==> src/rtl/axis_ser_pkg.sv <==
// Shared types and helpers for the AXI-Stream width-down serializer.
package axis_ser_pkg;

    // Widest keep mask keep_len() understands; callers zero-extend narrower masks.
    localparam int unsigned KEEP_MAX  = 32;
    localparam int unsigned LEN_MAX_W = 6;

    typedef enum logic {
        IDLE = 1'b0,
        SEND = 1'b1
    } state_t;

    // Number of lanes to emit: index of the top set keep bit plus one, 0 when empty.
    function automatic logic [LEN_MAX_W-1:0] keep_len(input logic [KEEP_MAX-1:0] keep);
        logic [LEN_MAX_W-1:0] len;
        len = '0;
        for (int i = 0; i < KEEP_MAX; i++) begin
            if (keep[i]) begin
                len = LEN_MAX_W'(i + 1);
            end
        end
        return len;
    endfunction

endpackage

==> src/rtl/axis_serializer.sv <==
// AXI-Stream width-down serializer: accepts one K-lane word, emits its lanes
// least-significant first as N-bit beats.
//
// Ports:
//   clk, reset          clock, synchronous active-high reset
//   s_tdata/tkeep/tlast word payload; s_tvalid/s_tready word handshake
//   m_tdata/tlast       registered output beat; m_tvalid/m_tready beat handshake
//   err_keep            sticky flag, set when an all-zero keep word is accepted
module axis_serializer
    import axis_ser_pkg::*;
#(
    parameter int unsigned N = 8,
    parameter int unsigned K = 4
) (
    input  logic         clk,
    input  logic         reset,
    input  logic [N*K-1:0] s_tdata,
    input  logic [K-1:0] s_tkeep,
    input  logic         s_tlast,
    input  logic         s_tvalid,
    output logic         s_tready,
    output logic [N-1:0] m_tdata,
    output logic         m_tlast,
    output logic         m_tvalid,
    input  logic         m_tready,
    output logic         err_keep
);

    localparam int unsigned W     = N * K;
    localparam int unsigned IDX_W = $clog2(K);
    localparam int unsigned LEN_W = $clog2(K + 1);

    state_t             state_q, state_d;
    logic [W-1:0]       hold_q, hold_d;
    logic [LEN_W-1:0]   len_q, len_d;
    logic               last_q, last_d;
    logic [IDX_W-1:0]   idx_q, idx_d;
    logic               err_q, err_d;
    logic [N-1:0]       m_tdata_q, m_tdata_d;
    logic               m_tlast_q, m_tlast_d;
    logic               m_tvalid_q, m_tvalid_d;

    logic [IDX_W-1:0]   last_idx;
    logic               at_last;
    logic               accept;
    logic               beat;
    logic [LEN_W-1:0]   new_len;

    // len_q is at least 1 whenever SEND is active, so the wrap at len 0 is never used.
    assign last_idx = IDX_W'(len_q - LEN_W'(1));
    assign at_last  = (state_q == SEND) && (idx_q == last_idx);
    // Ready for a new word while empty, or while the final beat is leaving this cycle.
    assign s_tready = !reset && ((state_q == IDLE) || (at_last && m_tready));
    assign accept   = s_tvalid && s_tready;
    assign beat     = (state_q == SEND) && m_tready;
    assign new_len  = LEN_W'(keep_len(KEEP_MAX'(s_tkeep)));

    // Next-state, holding register and next output beat.
    always_comb begin
        logic load;
        load     = 1'b0;
        state_d  = state_q;
        hold_d   = hold_q;
        len_d    = len_q;
        last_d   = last_q;
        idx_d    = idx_q;
        err_d    = err_q;

        case (state_q)
            IDLE: begin
                if (accept) begin
                    load = 1'b1;
                end
            end
            SEND: begin
                if (beat) begin
                    if (!at_last) begin
                        idx_d = idx_q + IDX_W'(1);
                    end else if (accept) begin
                        load = 1'b1;
                    end else begin
                        state_d = IDLE;
                    end
                end
            end
            default: state_d = IDLE;
        endcase

        if (load) begin
            hold_d = s_tdata;
            len_d  = new_len;
            last_d = s_tlast;
            idx_d  = '0;
            // An empty keep word is swallowed: no beats, flag it.
            if (new_len == '0) begin
                state_d = IDLE;
                err_d   = 1'b1;
            end else begin
                state_d = SEND;
            end
        end

        m_tvalid_d = (state_d == SEND);
        m_tdata_d  = hold_d[idx_d*N +: N];
        m_tlast_d  = (state_d == SEND) && last_d && (idx_d == IDX_W'(len_d - LEN_W'(1)));
    end

    // State and output registers.
    always_ff @(posedge clk) begin
        if (reset) begin
            state_q    <= IDLE;
            hold_q     <= '0;
            len_q      <= '0;
            last_q     <= 1'b0;
            idx_q      <= '0;
            err_q      <= 1'b0;
            m_tdata_q  <= '0;
            m_tlast_q  <= 1'b0;
            m_tvalid_q <= 1'b0;
        end else begin
            state_q    <= state_d;
            hold_q     <= hold_d;
            len_q      <= len_d;
            last_q     <= last_d;
            idx_q      <= idx_d;
            err_q      <= err_d;
            m_tdata_q  <= m_tdata_d;
            m_tlast_q  <= m_tlast_d;
            m_tvalid_q <= m_tvalid_d;
        end
    end

    assign m_tdata  = m_tdata_q;
    assign m_tlast  = m_tlast_q;
    assign m_tvalid = m_tvalid_q;
    assign err_keep = err_q;

endmodule

==> config.mk <==
export PLATFORM = sky130hd
export DESIGN_NAME = axis_serializer
export DESIGN_NICKNAME = d
export VERILOG_FILES = /design/src/rtl/axis_ser_pkg.sv /design/src/rtl/axis_serializer.sv
export SDC_FILE = /design/constraint.sdc
export NUM_CORES = 1
export LEC_CHECK = 0
export CAP_MARGIN = 0
export CELL_PAD_IN_SITES_DETAIL_PLACEMENT = 2
export CELL_PAD_IN_SITES_GLOBAL_PLACEMENT = 2
export CORE_MARGIN = 4
export CORE_UTILIZATION = 27
export CTS_BUF_LIST = sky130_fd_sc_hd__clkbuf_8
export CTS_CLUSTER_DIAMETER = 200
export DETAILED_ROUTE_END_ITERATION = 8
export PLACE_DENSITY = 0.76
export SYNTH_ARGS = -nofsm -noshare
export SYNTH_HDL_FRONTEND = slang
export SYNTH_SLANG_ARGS = --single-unit
==> constraint.sdc <==
create_clock -name clk -period 1.9 [get_ports clk]
set_input_delay 0.285 -clock clk [delete_from_list [all_inputs] [get_ports clk]]
set_output_delay 0.285 -clock clk [all_outputs]
set_load 0.02 [all_outputs]
==> results.md <==
- The yosys synthesis warning count is 0.
- For this run, design rule violations remaining after detail routing come to 0.
- The number of H-tree branching levels is 2.
- The HPWL reported at the end of detailed placement is 6782 µm.
- The count of state elements after synthesis is 48.
- The violation count after the first detailed-route iteration is 77.
- The worst path arrival time is 2.20 ns.
- The area enclosed by the die boundary is 10090 µm².
- The weighted congestion reported at the end of routability-driven placement is 0.8497.
- The number of filler instances in the final layout is 896.
- The clock net sink count is 48.
- The flow ran to the end, but the final reports show violations.
- The max-capacitance violation count is 0.
- OpenSTA, run right after detailed placement, puts the worst setup slack at -0.5162 ns.
- The classification of the worst setup path is reg -> reg.
- The average cell area after synthesis is 8.270 µm².
- Of the synthesized area, sequential elements account for 0.4165.
- The number of nets in the synthesized netlist is 320.
- The number of antenna violations at the first check in global routing is 0.
- After synthesis the cells add up to 2307 µm².
- The count of standard-cell rows is 33.
- The number of enable flip-flop cells after synthesis is 0.
- Dividing the detail-routed via count by the number of cells gives 5.190.
- The share of the synthesized area in the top cell type is 0.4165.
- The worst-case clock buffer depth is 2.
- At the later pin of the worst-skew pair, clock insertion delay measures 0.30 ns.
- The path category of the worst min-delay check is reg -> reg.
- The maximum fanout encountered on the critical timing path is 7.
- Summed over all instances, the cell type with the most area after synthesis is dfxtp_1.
- The clock tree root driver cell is clkbuf_8.
- Summed over all layers, the routed wires come to 10410 µm.
- After clock tree synthesis, the clock-pin slew on the worst setup and hold paths is 0.09 ns.
- The final number of max-transition violations is 0.
- Relative to the synthesized area, the layout overhead comes to 61.88%.
- The time the worst path needs with I/O delays and setup is 1.981 ns.
- Among all flip-flop cells after synthesis, the most frequent one is dfxtp_1.
- In this run the standard cell core region covers 8258 µm².
- For this run, asynchronously set or reset flops after synthesis account for 0.
- In the layout the commonest cells are nand2_1 (63), buf_4 (51), clkdlybuf4s50_1 (48).
- The worst hold slack across all endpoints is 0.4642 ns.
- The pin count of the biggest net entering global routing is 33.
- The routed wirelength normalized by instance count is 21.47 µm.
- Synthesis produced 279 cells.
- The minimum setup slack in the final design is -0.08096 ns.
- The effective utilization at floorplan is 0.2794.
- The worst-margin pin slew is 0.3936 ns.
- During placement, the flow inserted port buffers numbering 52.
- The die extent in y is 100.4 µm.
- The fraction of the core area covered by cells at the end of the flow is 0.4523.
- The clock arrives with 0.005853 ns of skew.
- The type of element capturing the critical path is a flip-flop.
- The worst-case headroom to the max-slew limit is 0.7338.
- At the end of the flow, the number of nets in the layout was 420.
- The count of antenna diodes in the layout is 0.
- The final reports fail on setup timing.
- Derived from the worst setup path, the maximum achievable clock frequency is 0.5048 GHz.
- In the finished design, the share of the clock period the worst path needs comes to 1.043.
- The maximum vdd drop is 0.2289 mV.
- For this run, the detailed router's first-pass iteration total came to 4.
- Leaving out fill and tap cells, the most frequent cell in the layout is nand2_1.
- The number of failing setup endpoints in the final timing report is 4.
- STA puts the critical path data required time at 2.12 ns.
- The via count of the first global-routing pass came to 2785.
- Across all layers, the routed design uses 2517 vias.
- Sorting the synthesized cells by area gives the leading types as dfxtp_1 (42%), nand2_1 (11%), a21oi_1 (7.8%).
- The wire length of the first global-routing pass is 15320 µm.
- The kind of start point of the critical path is a flip-flop.
- TritonCTS built the clock tree.
- The detail route stage leaves a number of antenna-violating nets equal to 0.
- The total count of hold-check failures in the final report was 0.
- The post-synthesis cell type count is 45.
- The proportion of layout cells with a drive suffix above 1 is 0.2895.
- For this run the aggregate overflow at the end of global routing stands at 0.
- From left edge to right edge, the die measures 100.4 µm.
- The total I/O pin count is 53.
- Setup repair after global routing could not meet its margin everywhere.
- The number of buffers created by CTS is 5.
- The leakage component of the power is 1.394 nW.
- The total track usage is 0.1989.
- In this run the power density over the cells is 673.5 nW/µm².
==> logic make-up after synthesis <==
kind of cell | count (synthesis) | share of synthesized area
xor gates and xnor gates | 3 | 0.01790
buffers and inverters | 29 | 0.05965
AOI/OAI and AO/OA | 87 | 0.2500
and+or+nand+nor | 102 | 0.2104
muxes | 10 | 0.04555
DFF | 48 | 0.4165
==> critical path, stage by stage, from the launching register on <==
cell       delay (ns)
dfxtp_4          0.38
buf_4            0.18
nor4bb_2         0.43
a221oi_2         0.13
a2bb2oi_2        0.21
a211o_1          0.32
a221oi_2         0.24
==> final timing paths <==
path               from         end  slack, ns  cells after the start
max            idx_q[0]     m_tlast      -0.08                      6
min          hold_q[28]  hold_q[28]       0.46                      2
max reg2reg    idx_q[0]     m_tlast      -0.08                      6
min reg2reg  hold_q[28]  hold_q[28]       0.46                      2
==> layer usage <==
layer	track usage	share of wire	vias to the layer above	wire, µm
li1	-	-	1189	-
met1	0.2287	0.42	1250	4329
met3	0.03266	0.029	22	306
met5	0	0	-	0
met4	0.06114	0.033	0	342
met2	0.3726	0.52	56	5434
==> what timing repair did <==
action | CTS | global route
cloned | 0 | 0
resized for setup | 32 | 18
setup buffers | 3 | 5
setup endpoints to repair | 21 | 24
endpoints found under the hold margin | 0 | 0
hold buffers | 0 | 0
pin swaps | 4 | 7
==> power breakdown <==
part           switching (W)  internal (W)  leakage (nW)
Sequential         0.0000401       0.00106         0.395
Combinational       0.000296      0.000302         0.935
Clock               0.000357      0.000465        0.0645
Total               0.000693       0.00182          1.39
==> registers in the layout (all words and copies together), names as in the netlist <==
register and cells:
m_tlast 1, m_tdata 8, hold_q 32, idx_q 2, last_q 1, len_q 2
err_keep 1, m_tvalid 1
==> synth_stat cells, types with 2 or more instances <==
library cell and count:
a211o_1 3, a211oi_1 6, a21oi_1 36, a221oi_1 5, a22oi_1 2, a311oi_1 6, a31oi_1 7, and2_1 2
and3b_1 2, and4_1 2, buf_2 4, buf_4 6, clkbuf_1 8, dfxtp_1 48, inv_1 10, mux2i_1 9
nand2_1 65, nand2b_1 2, nand3_1 5, nand4_1 3, nand4b_1 2, nor2_1 7, nor2b_1 3, nor3_1 2
o21ai_0 10, o21bai_1 4, o32ai_1 2
==> final cells by class <==
type	count	area, µm²	share of cell area
Timing Repair Buffer	112	1062	0.2844
Inverter	10	41.29	0.01106
Multi-Input combinational cell	202	1399	0.3745
Sequential cell	48	974.7	0.2610
Clock buffer	7	96.34	0.02580
Clock inverter	1	30.03	0.008040
Tap cell	105	131.4	0.03518
==> stage by stage <==
step	total power (W)	instance area (µm²)	instances	TNS (ns)
floorplan	0.001332	2317	279	0
global placement	0.001607	3342	469	-9.623
detailed placement	0.001634	3342	469	-12.87
CTS	0.002473	3622	480	-0.03801
global route	0.002606	3735	485	-0.7584
finish	0.002515	3735	485	-0.1392
No activity file was read; power rests on OpenSTA's default activity.
